--- config.mk ---
export PLATFORM = sky130hd
export DESIGN_NAME = bus_arbiter_2
export DESIGN_NICKNAME = d
export VERILOG_FILES = /design/src/rtl/bus_arb_pkg.sv /design/src/rtl/rr_pick_2.sv /design/src/rtl/bus_arbiter_2.sv
export SDC_FILE = /design/constraint.sdc
export NUM_CORES = 1
export LEC_CHECK = 0
export ABC_AREA = 1
export BUFFER_PORTS_ARGS = -buffer_cell sky130_fd_sc_hd__clkbuf_2
export CORE_AREA = 10 10 116 118
export CTS_CLUSTER_SIZE = 28
export DETAILED_ROUTE_END_ITERATION = 10
export DIE_AREA = 0 0 126 128
export PLACE_DENSITY = 0.64
export SLEW_MARGIN = 10
export SYNTH_ARGS = -nofsm -noshare
export SYNTH_HDL_FRONTEND = slang
export SYNTH_HIERARCHICAL = 1
export SYNTH_SLANG_ARGS = --single-unit
--- constraint.sdc ---
create_clock -name clk -period 3 [get_ports clk]
set_input_delay 0.45 -clock clk [delete_from_list [all_inputs] [get_ports clk]]
set_output_delay 0.45 -clock clk [all_outputs]
set_load 0.01 [all_outputs]
--- src/rtl/bus_arb_pkg.sv ---
// Shared types and constants for the two-host device-bus arbiter.
package bus_arb_pkg;

  typedef enum logic [1:0] {
    IDLE    = 2'd0,
    BUSY    = 2'd1,
    RELEASE = 2'd2
  } state_t;

  localparam logic [31:0] ERR_RDATA_DEFAULT = 32'hDEAD_BEEF;

endpackage

--- src/rtl/rr_pick_2.sv ---
// Two-way round-robin selector: on a tie the host that did not win last time is chosen.
module rr_pick_2 (
  input  logic [1:0] req,
  input  logic       last,
  output logic [1:0] gnt
);

  always_comb begin
    gnt = 2'b00;
    case (req)
      2'b01:   gnt = 2'b01;
      2'b10:   gnt = 2'b10;
      2'b11:   gnt = last ? 2'b01 : 2'b10;
      default: gnt = 2'b00;
    endcase
  end

endmodule

--- src/rtl/bus_arbiter_2.sv ---
// Round-robin arbiter sharing one device bus between two hosts, with a per-transaction
// watchdog that force-completes a transfer the device never acknowledges.
module bus_arbiter_2
  import bus_arb_pkg::*;
#(
  parameter int          TIMEOUT_CYCLES = 1024,
  parameter logic [31:0] ERR_RDATA      = ERR_RDATA_DEFAULT
) (
  input  logic        clk,
  input  logic        rst,
  input  logic [31:0] h0_address,
  input  logic [31:0] h1_address,
  input  logic [31:0] h0_data_write,
  input  logic [31:0] h1_data_write,
  input  logic [3:0]  h0_write_mask,
  input  logic [3:0]  h1_write_mask,
  input  logic        h0_ren,
  input  logic        h1_ren,
  input  logic        h0_wen,
  input  logic        h1_wen,
  output logic [31:0] h0_data_read,
  output logic [31:0] h1_data_read,
  output logic        h0_ready,
  output logic        h1_ready,
  output logic [31:0] dev_address,
  output logic [31:0] dev_data_write,
  output logic [3:0]  dev_write_mask,
  output logic        dev_ren,
  output logic        dev_wen,
  input  logic [31:0] dev_data_read,
  input  logic        dev_ready,
  output logic [1:0]  grant,
  output logic        timeout_err,
  output logic        err_host,
  input  logic        err_clear
);

  // Width 1 is kept for the disabled watchdog so the counter is never zero-width.
  localparam int               CNT_W = (TIMEOUT_CYCLES > 0) ? $clog2(TIMEOUT_CYCLES + 1) : 1;
  localparam logic [CNT_W-1:0] LIMIT = CNT_W'(TIMEOUT_CYCLES);
  localparam bit               WD_EN = (TIMEOUT_CYCLES != 0);

  state_t           state;
  state_t           state_next;
  logic [1:0]       owner_oh;
  logic             owner;
  logic             last_grant;
  logic [CNT_W-1:0] wd_cnt;

  logic [1:0]       req;
  logic [1:0]       pick_gnt;
  logic             arbitrate;
  logic             wd_hit;
  logic             expire;
  logic             done;

  logic [31:0]      own_address;
  logic [31:0]      own_data_write;
  logic [3:0]       own_write_mask;
  logic             own_ren;
  logic             own_wen;
  logic [31:0]      ret_data;

  assign req       = {h1_ren | h1_wen, h0_ren | h0_wen};
  assign arbitrate = (state == IDLE) && (req != 2'b00);
  assign owner     = owner_oh[1];

  rr_pick_2 u_pick (
    .req  (req),
    .last (last_grant),
    .gnt  (pick_gnt)
  );

  assign own_address    = owner ? h1_address    : h0_address;
  assign own_data_write = owner ? h1_data_write : h0_data_write;
  assign own_write_mask = owner ? h1_write_mask : h0_write_mask;
  assign own_ren        = owner ? h1_ren        : h0_ren;
  assign own_wen        = owner ? h1_wen        : h0_wen;

  // A device ready arriving on the expiry cycle is a normal completion, not an error.
  assign wd_hit   = WD_EN && (state == BUSY) && (wd_cnt == LIMIT);
  assign expire   = wd_hit && !dev_ready;
  assign done     = (state == BUSY) && (dev_ready || wd_hit);
  assign ret_data = expire ? ERR_RDATA : dev_data_read;

  always_ff @(posedge clk or posedge rst) begin
    if (rst) begin
      state <= IDLE;
    end else begin
      state <= state_next;
    end
  end

  always_comb begin
    state_next = state;
    case (state)
      IDLE:    if (req != 2'b00) state_next = BUSY;
      BUSY:    if (dev_ready || wd_hit) state_next = RELEASE;
      RELEASE: state_next = IDLE;
      default: state_next = IDLE;
    endcase
  end

  // Owner and round-robin history only move when a new transaction is granted.
  always_ff @(posedge clk or posedge rst) begin
    if (rst) begin
      owner_oh   <= 2'b00;
      last_grant <= 1'b1;
    end else if (arbitrate) begin
      owner_oh   <= pick_gnt;
      last_grant <= pick_gnt[1];
    end
  end

  always_ff @(posedge clk or posedge rst) begin
    if (rst) begin
      wd_cnt <= '0;
    end else if (arbitrate) begin
      wd_cnt <= '0;
    end else if (WD_EN && state == BUSY && !done) begin
      wd_cnt <= wd_cnt + 1'b1;
    end
  end

  // A fresh expiry takes precedence over a simultaneous clear.
  always_ff @(posedge clk or posedge rst) begin
    if (rst) begin
      timeout_err <= 1'b0;
      err_host    <= 1'b0;
    end else if (expire) begin
      timeout_err <= 1'b1;
      err_host    <= owner;
    end else if (err_clear) begin
      timeout_err <= 1'b0;
    end
  end

  // Everything outside BUSY is quiet, so an asynchronous reset drops the bus at once.
  always_comb begin
    dev_address    = '0;
    dev_data_write = '0;
    dev_write_mask = '0;
    dev_ren        = 1'b0;
    dev_wen        = 1'b0;
    h0_ready       = 1'b0;
    h1_ready       = 1'b0;
    h0_data_read   = '0;
    h1_data_read   = '0;
    grant          = 2'b00;
    if (state == BUSY) begin
      dev_address    = own_address;
      dev_data_write = own_data_write;
      dev_write_mask = own_write_mask;
      dev_wen        = own_wen && !expire;
      dev_ren        = own_ren && !own_wen && !expire;
      if (owner) begin
        h1_ready     = done;
        h1_data_read = ret_data;
      end else begin
        h0_ready     = done;
        h0_data_read = ret_data;
      end
    end
    if (state != IDLE) begin
      grant = owner_oh;
    end
  end

endmodule
# Word level (Yosys, flattened, before mapping)

Cells that the tools add are included.

Muxes and demuxes: 29
Equal/unequal tests: 7
Add/sub/neg operators: 1
Bitwise logic cells: 2
Reduce and logical (&&, ||, !) cells: 19

Operators with widths:

| cell                  | number |
|---|---|
| $mux 32               | 9 |
| $mux 11               | 2 |
| $add 11x1->11 const B | 1 |
| $eq 11x11->1 const B  | 1 |
| $mux 1                | 10 |
| $logic_and 1x1->1     | 8 |
| $mux 2                | 4 |
| $mux 4                | 2 |
| $reduce_bool 2->1     | 4 |
| $pmux 2 s3            | 1 |
| $eq 2x1->1 const B    | 2 |
| $eq 2x2->1 const B    | 2 |
| $logic_not 1->1       | 4 |
| $ne 2x1->1 const B    | 2 |
| $pmux 2 s2            | 1 |
| $logic_not 2->1       | 1 |
| $or 1x1->1            | 2 |
| $reduce_and 2->1      | 1 |
| $logic_or 1x1->1      | 1 |

Input bits: 176
Bits in registers: 18
Logic and storage cells: 64

# Logic depth before layout (Yosys ltp)

Gate-level depths: netlist (run 1).

Word-level depth: 8
Mapped depth: 9
Mapped depth without buffers: 9

# Modules after synthesis

The synthesis (run 1) kept the hierarchy.

By module, submodules not included:

| module        | times used | seq. area each (sq um) | area an instance (sq um) | cells each |
|---|---|---|---|---|
| bus_arbiter_2 | 1          | 451.7                  | 2567.5                   | 490 |
| rr_pick_2     | 1          | 0.0                    | 21.3                     | 5 |

# Least setup slack after synthesis (run 1)

No wires, ideal clock.

Kind: reg-to-output
From: register wd_cnt[0]
To: output port h0_data_read[0]
Arrival: 1.315 ns
Path slack: 1.235 ns
Stages on the path, launching flop included: 8
Data required time: 2.550 ns
Path through: dfrtp_1 -> inv_1 -> ha_1 -> nand2_1 -> nor2_4 -> nand4_4 -> buf_6 -> a21oi_1

Word-level cells in the longest chain between the ends: 6

Ends and longest elaborated chain:

| what                   | line                 | RTL |
|---|---|---|
| start, declared        | bus_arbiter_2.sv:48  | `logic [CNT_W-1:0] wd_cnt;` |
| start signal, assigned | bus_arbiter_2.sv:121 | `wd_cnt <= wd_cnt + 1'b1;` |
| $eq 11x11->1           | bus_arbiter_2.sv:81  | `assign wd_hit = WD_EN && (state == BUSY) && (wd_cnt == LIMIT);` |
| $logic_and 1x1->1      | bus_arbiter_2.sv:81  |  |
| $logic_and 1x1->1      | bus_arbiter_2.sv:82  | `assign expire = wd_hit && !dev_ready;` |
| $mux 32                | bus_arbiter_2.sv:84  | `assign ret_data = expire ? ERR_RDATA : dev_data_read;` |
| $mux 32                | bus_arbiter_2.sv:156 | `if (owner) begin` |
| $mux 32                | bus_arbiter_2.sv:150 | `if (state == BUSY) begin` |
| end, declared          | bus_arbiter_2.sv:21  | `output logic [31:0] h0_data_read,` |

No other way between the ends.

# Worst setup path after layout (run 1)

From: register wd_cnt[0]
To: output port h1_data_read[26]

Word-level cells in the longest chain between the ends: 6

Ends and longest elaborated chain:

| what              | line                 | RTL |
|---|---|---|
| $eq 11x11->1      | bus_arbiter_2.sv:81  |  |
| $logic_and 1x1->1 | bus_arbiter_2.sv:81  |  |
| $logic_and 1x1->1 | bus_arbiter_2.sv:82  |  |
| $mux 32           | bus_arbiter_2.sv:84  |  |
| $mux 32           | bus_arbiter_2.sv:156 |  |
| $mux 32           | bus_arbiter_2.sv:150 |  |
| end, declared     | bus_arbiter_2.sv:22  | `output logic [31:0] h1_data_read,` |

No other way between the ends.

==> metrics.md, run 1 <==
| Metric | Value |
|---|---|
| Status | `complete, no violations` |
| Final setup viols | `0` |
| Post-synth net total | `673` |
| Crit-path cells | `inv_1 > ha_1 > nand2_1 > nor2_4 > nand4_4 > buf_4 > a21oi_1 > clkbuf_2` |
| EDFF count, synth | `0` |
| Vias per cell | `4.39` |
| Root Buffer Master | `clkbuf_16` |
| Clock sinks | `18` |
| Worst Setup End Kind | `output pin` |
| Synthesized flop and latch total | `18` |
| Yosys cell types | `28` |
| Initial DRT Pass Iterations | `5` |
| Worst-margin pin slew | `0.720 ns` |
| Area Overhead vs Synth | `65.2%` |
| Critical path start-end classification | `reg2out` |
| Initial Util | `0.231` |
| Hold_buf cts | `0` |
| Commonest non-fill, non-tap cell in the layout | `clkbuf_2` |
| CP max FO | `47` |
| Die height | `128 um` |
| Synth warn | `6` |
| CTS tree | `built` |
| Fin area | `0.00428 mm2` |
| Syn Area/Cell | `5.23 um2` |
| Clock skew | `0.00330 ns` |
| Post-CTS setup buffer count | `0` |
| CP Launch Point | `wd_cnt[0]` |
| Vias in the first global route | `3,823` |
| Dpl hpwl | `12.4 mm` |
| Max Slew Vio Count | `0` |
| Antenna violations before repair | `4` |
| Min-delay worst type | `in2async` |
| # rows | `39` |
| Fmax | `359 MHz` |
| DP Area | `0.00419 mm2` |
| Drt drc | `0` |
| GRT Resource Usage Total | `0.163` |
| Most frequent cells in the layout | `315 x clkbuf_2, 199 x nand2_1, 119 x a21oi_1` |
| Share of layout cells above drive strength 1 | `0.433` |
| CTS H-tree lvls | `1` |
| Cells resized by post-CTS repair | `0` |
| I/O Buffers | `315` |
| Antenna violation net count after detailed routing | `0` |
| Min Tclk post-route | `2.79 ns` |
| First-pass GRT wire length | `21.8 mm` |
| Max_cap viols | `0` |
| Worst-path clk slew | `0.06 ns` |
| Final period util | `0.929` |
| Via Count | `4,076` |
| Ys flop type | `dfrtp_1` |
| RSZ-0062 raised after global routing | `false` |
| Startpoint types | `register` |
| Fillers | `1,252` |
| DR iter-0 viols | `306` |
| Setup TNS | `0 ns` |
| Clock Latency Late Sink | `0.25 ns` |
| Data arrival time of the worst path | `2.34 ns` |
| Largest net degree at the start of global routing | `74` |
| NumNets Final | `962` |
| Routability congestion estimate | `0.859` |
| Rel. slew slack | `0.520` |
| Ports | `316` |
| Remaining global-route overflow | `0` |
| Synthesized cell area | `0.00259 mm2` |
| Data required time at the worst endpoint | `2.55 ns` |
| Post-synthesis sequential area ratio | `0.174` |
| CTS Buffer Depth | `2` |
| Worst r2r src | `wd_cnt[0]` |
| CP max stage delay | `0.49 ns` |
| Die area | `0.0161 mm2` |
| Synth Instances | `495` |
| WL final | `14.8 mm` |
| Routed len/inst | `16.0 um` |
| Ys async rst share | `1.00` |
| Critical-path cell with the highest stage delay | `nand4_4` |
| Power Density | `750 mW/mm2` |
| Peak VDD IR | `0.324 mV` |
| Num CTS Buffers | `3` |
| Hold Vio Cnt, Final | `0` |
| Lkg Pwr | `2.69 nW` |
| Die W | `126 um` |
| Core ar. | `0.0112 mm2` |
-- critical path: cells and delay by family (launching register included) --
| kind | cells | cell delay [ns] |
|---|---|---|
| AO/OA/AOI/OAI | 1 | 0.14 |
| adder cells (fa/ha/maj) | 1 | 0.16 |
| buffers and inverters | 3 | 0.65 |
| flip-flops | 1 | 0.40 |
| AND/OR/NAND/NOR | 3 | 0.71 |
-- sequential cells by signal, summed over array words and instances, names as in the netlist --
name         count
timeout_err      1
owner_oh         2
wd_cnt          11
last_grant       1
state            2
err_host         1
-- through the flow --
stage	setup WS [ns]	hold WS [ns]	power [mW]	std cells	utilization
5_1_grt	0.0103	0.379	3.50	926	0.381
6_report	0.212	0.287	3.21	928	0.381
3_5_place_dp	0.480	0.476	2.97	922	0.374
2_1_floorplan	1.24	0.388	1.90	495	-
4_1_cts	0.212	0.333	3.26	926	0.381
3_3_place_gp	0.515	0.468	2.99	922	0.374
-- cell usage after synthesis (2+ instances only) --
cell type	n	share of area
inv_1	44	0.064
nor2_2	2	0.0048
dfrtp_1	17	0.16
clkbuf_1	11	0.016
buf_2	19	0.037
nand3_1	16	0.031
o21ai_0	6	0.012
ha_1	2	0.0097
xor2_1	3	0.010
nand2_1	200	0.29
a21oi_1	119	0.23
nor2_1	34	0.049
buf_6	6	0.026
inv_2	2	0.0029
-- kinds of logic after synthesis --
kind of cell,after synthesis,synth area share
AO/OA/AOI/OAI,128,0.250
XOR/XNOR,4,0.0135
adder cells (fa/ha/maj),2,0.00966
buffers and inverters,84,0.150
flip-flops,18,0.174
AND/OR/NAND/NOR,259,0.403
-- power breakdown --
group / switching (mW) / total [mW] / internal (mW)
combinational: 1.70 / 2.57 / 0.869
sequential: 0.0672 / 0.362 / 0.294
clock: 0.0941 / 0.275 / 0.181
-- final timing paths --
| check | slack [ns] | end | cells after the start |
|---|---|---|---|
| worst min-delay path | 0.29 | wd_cnt[9] | 2 |
| min in group clk | 0.37 | timeout_err | 2 |
| max in group asynchronous | 2.22 | owner_oh[1] | 2 |
| worst max register to register | 1.04 | timeout_err | 7 |
| worst max-delay path | 0.21 | h1_data_read[26] | 8 |
| worst min register to register | 0.49 | last_grant | 2 |
-- per-layer routing --
metal	vias to the layer above	global-route usage	routed length, um
met3	6	0.0707	1640
li1	2139	-	-
met2	184	0.283	7430
met5	-	0	16
met1	1743	0.193	5700
met4	4	0.00402	27
-- cell type report --
class / count / area, um2 / area share
multi-input cells: 393 / 1750 / 0.409
repair buffers: 321 / 1630 / 0.382
flip-flops and latches: 18 / 453 / 0.106
well taps: 143 / 179 / 0.0418
inverters: 47 / 176 / 0.0412
clock buffers: 4 / 78.8 / 0.0184
diodes: 2 / 5.00 / 0.00117
No activity file was read; power rests on OpenSTA's default activity.
==> run 2: changes to the inputs <==
--- a/config.mk
+++ b/config.mk
@@ -11,6 +11,7 @@
 export CTS_CLUSTER_SIZE = 28
 export DETAILED_ROUTE_END_ITERATION = 10
 export DIE_AREA = 0 0 126 128
+export GPL_ROUTABILITY_DRIVEN = 1
 export PLACE_DENSITY = 0.64
 export SLEW_MARGIN = 10
 export SYNTH_ARGS = -nofsm -noshare
==> constraint.sdc (replaced) <==
create_clock -name clk -period 2.7 [get_ports clk]
set_input_delay 0.405 -clock clk [delete_from_list [all_inputs] [get_ports clk]]
set_output_delay 0.405 -clock clk [all_outputs]
set_load 0.01 [all_outputs]
==> run 2 against run 1 <==
Against the previous run: first-iteration DRC count fell by 30%; worst setup slack improved by 0.062 ns; via count rose by 1.0%.
==> metrics.md, run 2 (synthesis gave the netlist of run 1 again) <==
| Metric | Value |
|---|---|
| # rows | `39 (unchanged)` |
| Hold Vio Cnt, Final | `0 (unchanged)` |
| Num CTS Buffers | `3 (unchanged)` |
| Drt drc | `0 (unchanged)` |
| First-pass GRT wire length | `21.5 mm (-1.4%)` |
| CTS tree | `built` |
| Top reg by flops | `wd_cnt` |
| Power Density | `841 mW/mm2 (+12%)` |
| RSZ-0062 raised after global routing | `false` |
| Initial Util | `0.231 (unchanged)` |
| DP Area | `0.00420 mm2 (+0.18%)` |
| Setup TNS | `0 ns (unchanged)` |
| Hold_buf cts | `0 (unchanged)` |
| Final cell count without fillers | `928 (unchanged)` |
| Status | `complete, no violations` |
| Worst r2r src | `wd_cnt[0]` |
| NumNets Final | `963 (+0.10%)` |
| Share of layout cells above drive strength 1 | `0.435 (+0.00200)` |
| Peak VDD IR | `0.512 mV (+58%)` |
| Most frequent cells in the layout | `315 x clkbuf_2, 199 x nand2_1, 119 x a21oi_1` |
| Initial DRT Pass Iterations | `5 (unchanged)` |
| Core ar. | `0.0112 mm2 (unchanged)` |
| Min Tclk post-route | `2.43 ns` |
| Clock skew | `0.00183 ns (-0.00147 ns)` |
| Min-delay worst type | `in2async` |
| WL final | `15.1 mm (+2.1%)` |
| Final period util | `0.899` |
| Clock Latency Late Sink | `0.25 ns (about the same)` |
| Ports | `316 (unchanged)` |
| Routed len/inst | `16.3 um (+2.1%)` |
| Root Buffer Master | `clkbuf_16` |
| Vias per cell | `4.44 (+1.0%)` |
| Die height | `128 um (unchanged)` |
| Antenna violations before repair | `3 (-1)` |
| GRT Resource Usage Total | `0.163 (about the same)` |
| Fillers | `1,279 (+2.2%)` |
| Die area | `0.0161 mm2 (unchanged)` |
| Worst-margin pin slew | `0.729 ns (+0.00922 ns)` |
| Data arrival time of the worst path | `2.02 ns (-0.32 ns)` |
| Startpoint types | `register` |
| CTS Buffer Depth | `2 (unchanged)` |
| Commonest non-fill, non-tap cell in the layout | `clkbuf_2` |
| Via Count | `4,117 (+1.0%)` |
| Worst-path clk slew | `0.06 ns (about the same)` |
| Routability congestion estimate | `0.863 (+0.44%)` |
| Die W | `126 um (unchanged)` |
| Rel. slew slack | `0.514 (-0.00668)` |
| Post-CTS setup buffer count | `0 (unchanged)` |
| Data required time at the worst endpoint | `2.30 ns (-0.25 ns)` |
| Fin area | `0.00429 mm2 (+0.35%)` |
| Clock sinks | `18 (unchanged)` |
| Vias in the first global route | `3,718 (-2.7%)` |
| CP max FO | `56 (+19%)` |
| Lkg Pwr | `2.70 nW (+0.40%)` |
| Antenna violation net count after detailed routing | `0 (unchanged)` |
| Dpl hpwl | `12.6 mm (+1.6%)` |
| Remaining global-route overflow | `0 (unchanged)` |
| Critical path start-end classification | `reg2out` |
| Max_cap viols | `0 (unchanged)` |
| Max reg flops | `11 (unchanged)` |
| I/O Buffers | `315 (unchanged)` |
| Dpl cells | `923 (+0.11%)` |
| Final setup viols | `0 (unchanged)` |
| Fmax | `412 MHz` |
| CP Launch Point | `wd_cnt[0]` |
| Worst Setup End Kind | `output pin` |
| Largest net degree at the start of global routing | `71 (-4.1%)` |
| Max Slew Vio Count | `0 (unchanged)` |
| DR iter-0 viols | `215 (-30%)` |
| Total Power | `3.61 mW (+13%)` |
| CTS H-tree lvls | `1 (unchanged)` |
| Biggest regs | `wd_cnt: 11 flops, owner_oh: 2 flops, state: 2 flops` |
| Area Overhead vs Synth | `65.8%` |
| Cells resized by post-CTS repair | `0 (unchanged)` |
[run 2: layer usage]
metal  routed length (um)  up-vias  track usage
met5                   27        -            0
met4                   93        4       0.0188
met3                 1490       12       0.0591
met2                 7490      186        0.278
met1                 6020     1776        0.198
li1                     -     2139            -
[run 2: worst paths after layout]
kind,to,slack [ns],cells past startpoint
setup reg to reg,timeout_err,1.02,7
setup / recovery,h1_data_read[29],0.27,9
hold reg to reg,last_grant,0.48,2
hold / removal,timeout_err,0.25,2
max in group asynchronous,owner_oh[1],1.95,2
min in group clk,timeout_err,0.34,2
[run 2: through the flow]
| stage | setup WS, ns | hold WS, ns | util |
|---|---|---|---|
| detailed placement | 0.564 | 0.470 | 0.374 |
| global route | 0.0960 | 0.306 | 0.382 |
| floorplan | 0.980 | 0.343 | - |
| finish | 0.274 | 0.246 | 0.382 |
| CTS | 0.290 | 0.282 | 0.382 |
| global placement | 0.606 | 0.474 | 0.374 |
[run 2: cell type report]
type	instances	area [um2]	area share
multi-input combinational	393	1750	0.408
timing repair buffer	322	1640	0.382
sequential	18	453	0.106
tap	143	179	0.0417
inverter	47	176	0.0411
clock buffer	4	88.8	0.0207
antenna	1	2.50	0.000583
[run 2: where the power goes]
| part | leakage (nW) | internal, mW | switching [mW] | total [mW] |
|---|---|---|---|---|
| Combinational | 2.42 | 0.973 | 1.89 | 2.86 |
| Sequential | 0.239 | 0.327 | 0.0791 | 0.406 |
| Clock | 0.0442 | 0.226 | 0.113 | 0.339 |
[run 2: critical path, stage by stage, from the launching register on]
cell	delay, ns
dfrtp_1	0.39
inv_1	0.07
ha_1	0.19
nand2_1	0.10
nor2_4	0.06
nand4_4	0.08
buf_4	0.45
nand2_1	0.15
nor2_1	0.13
clkbuf_2	0.14
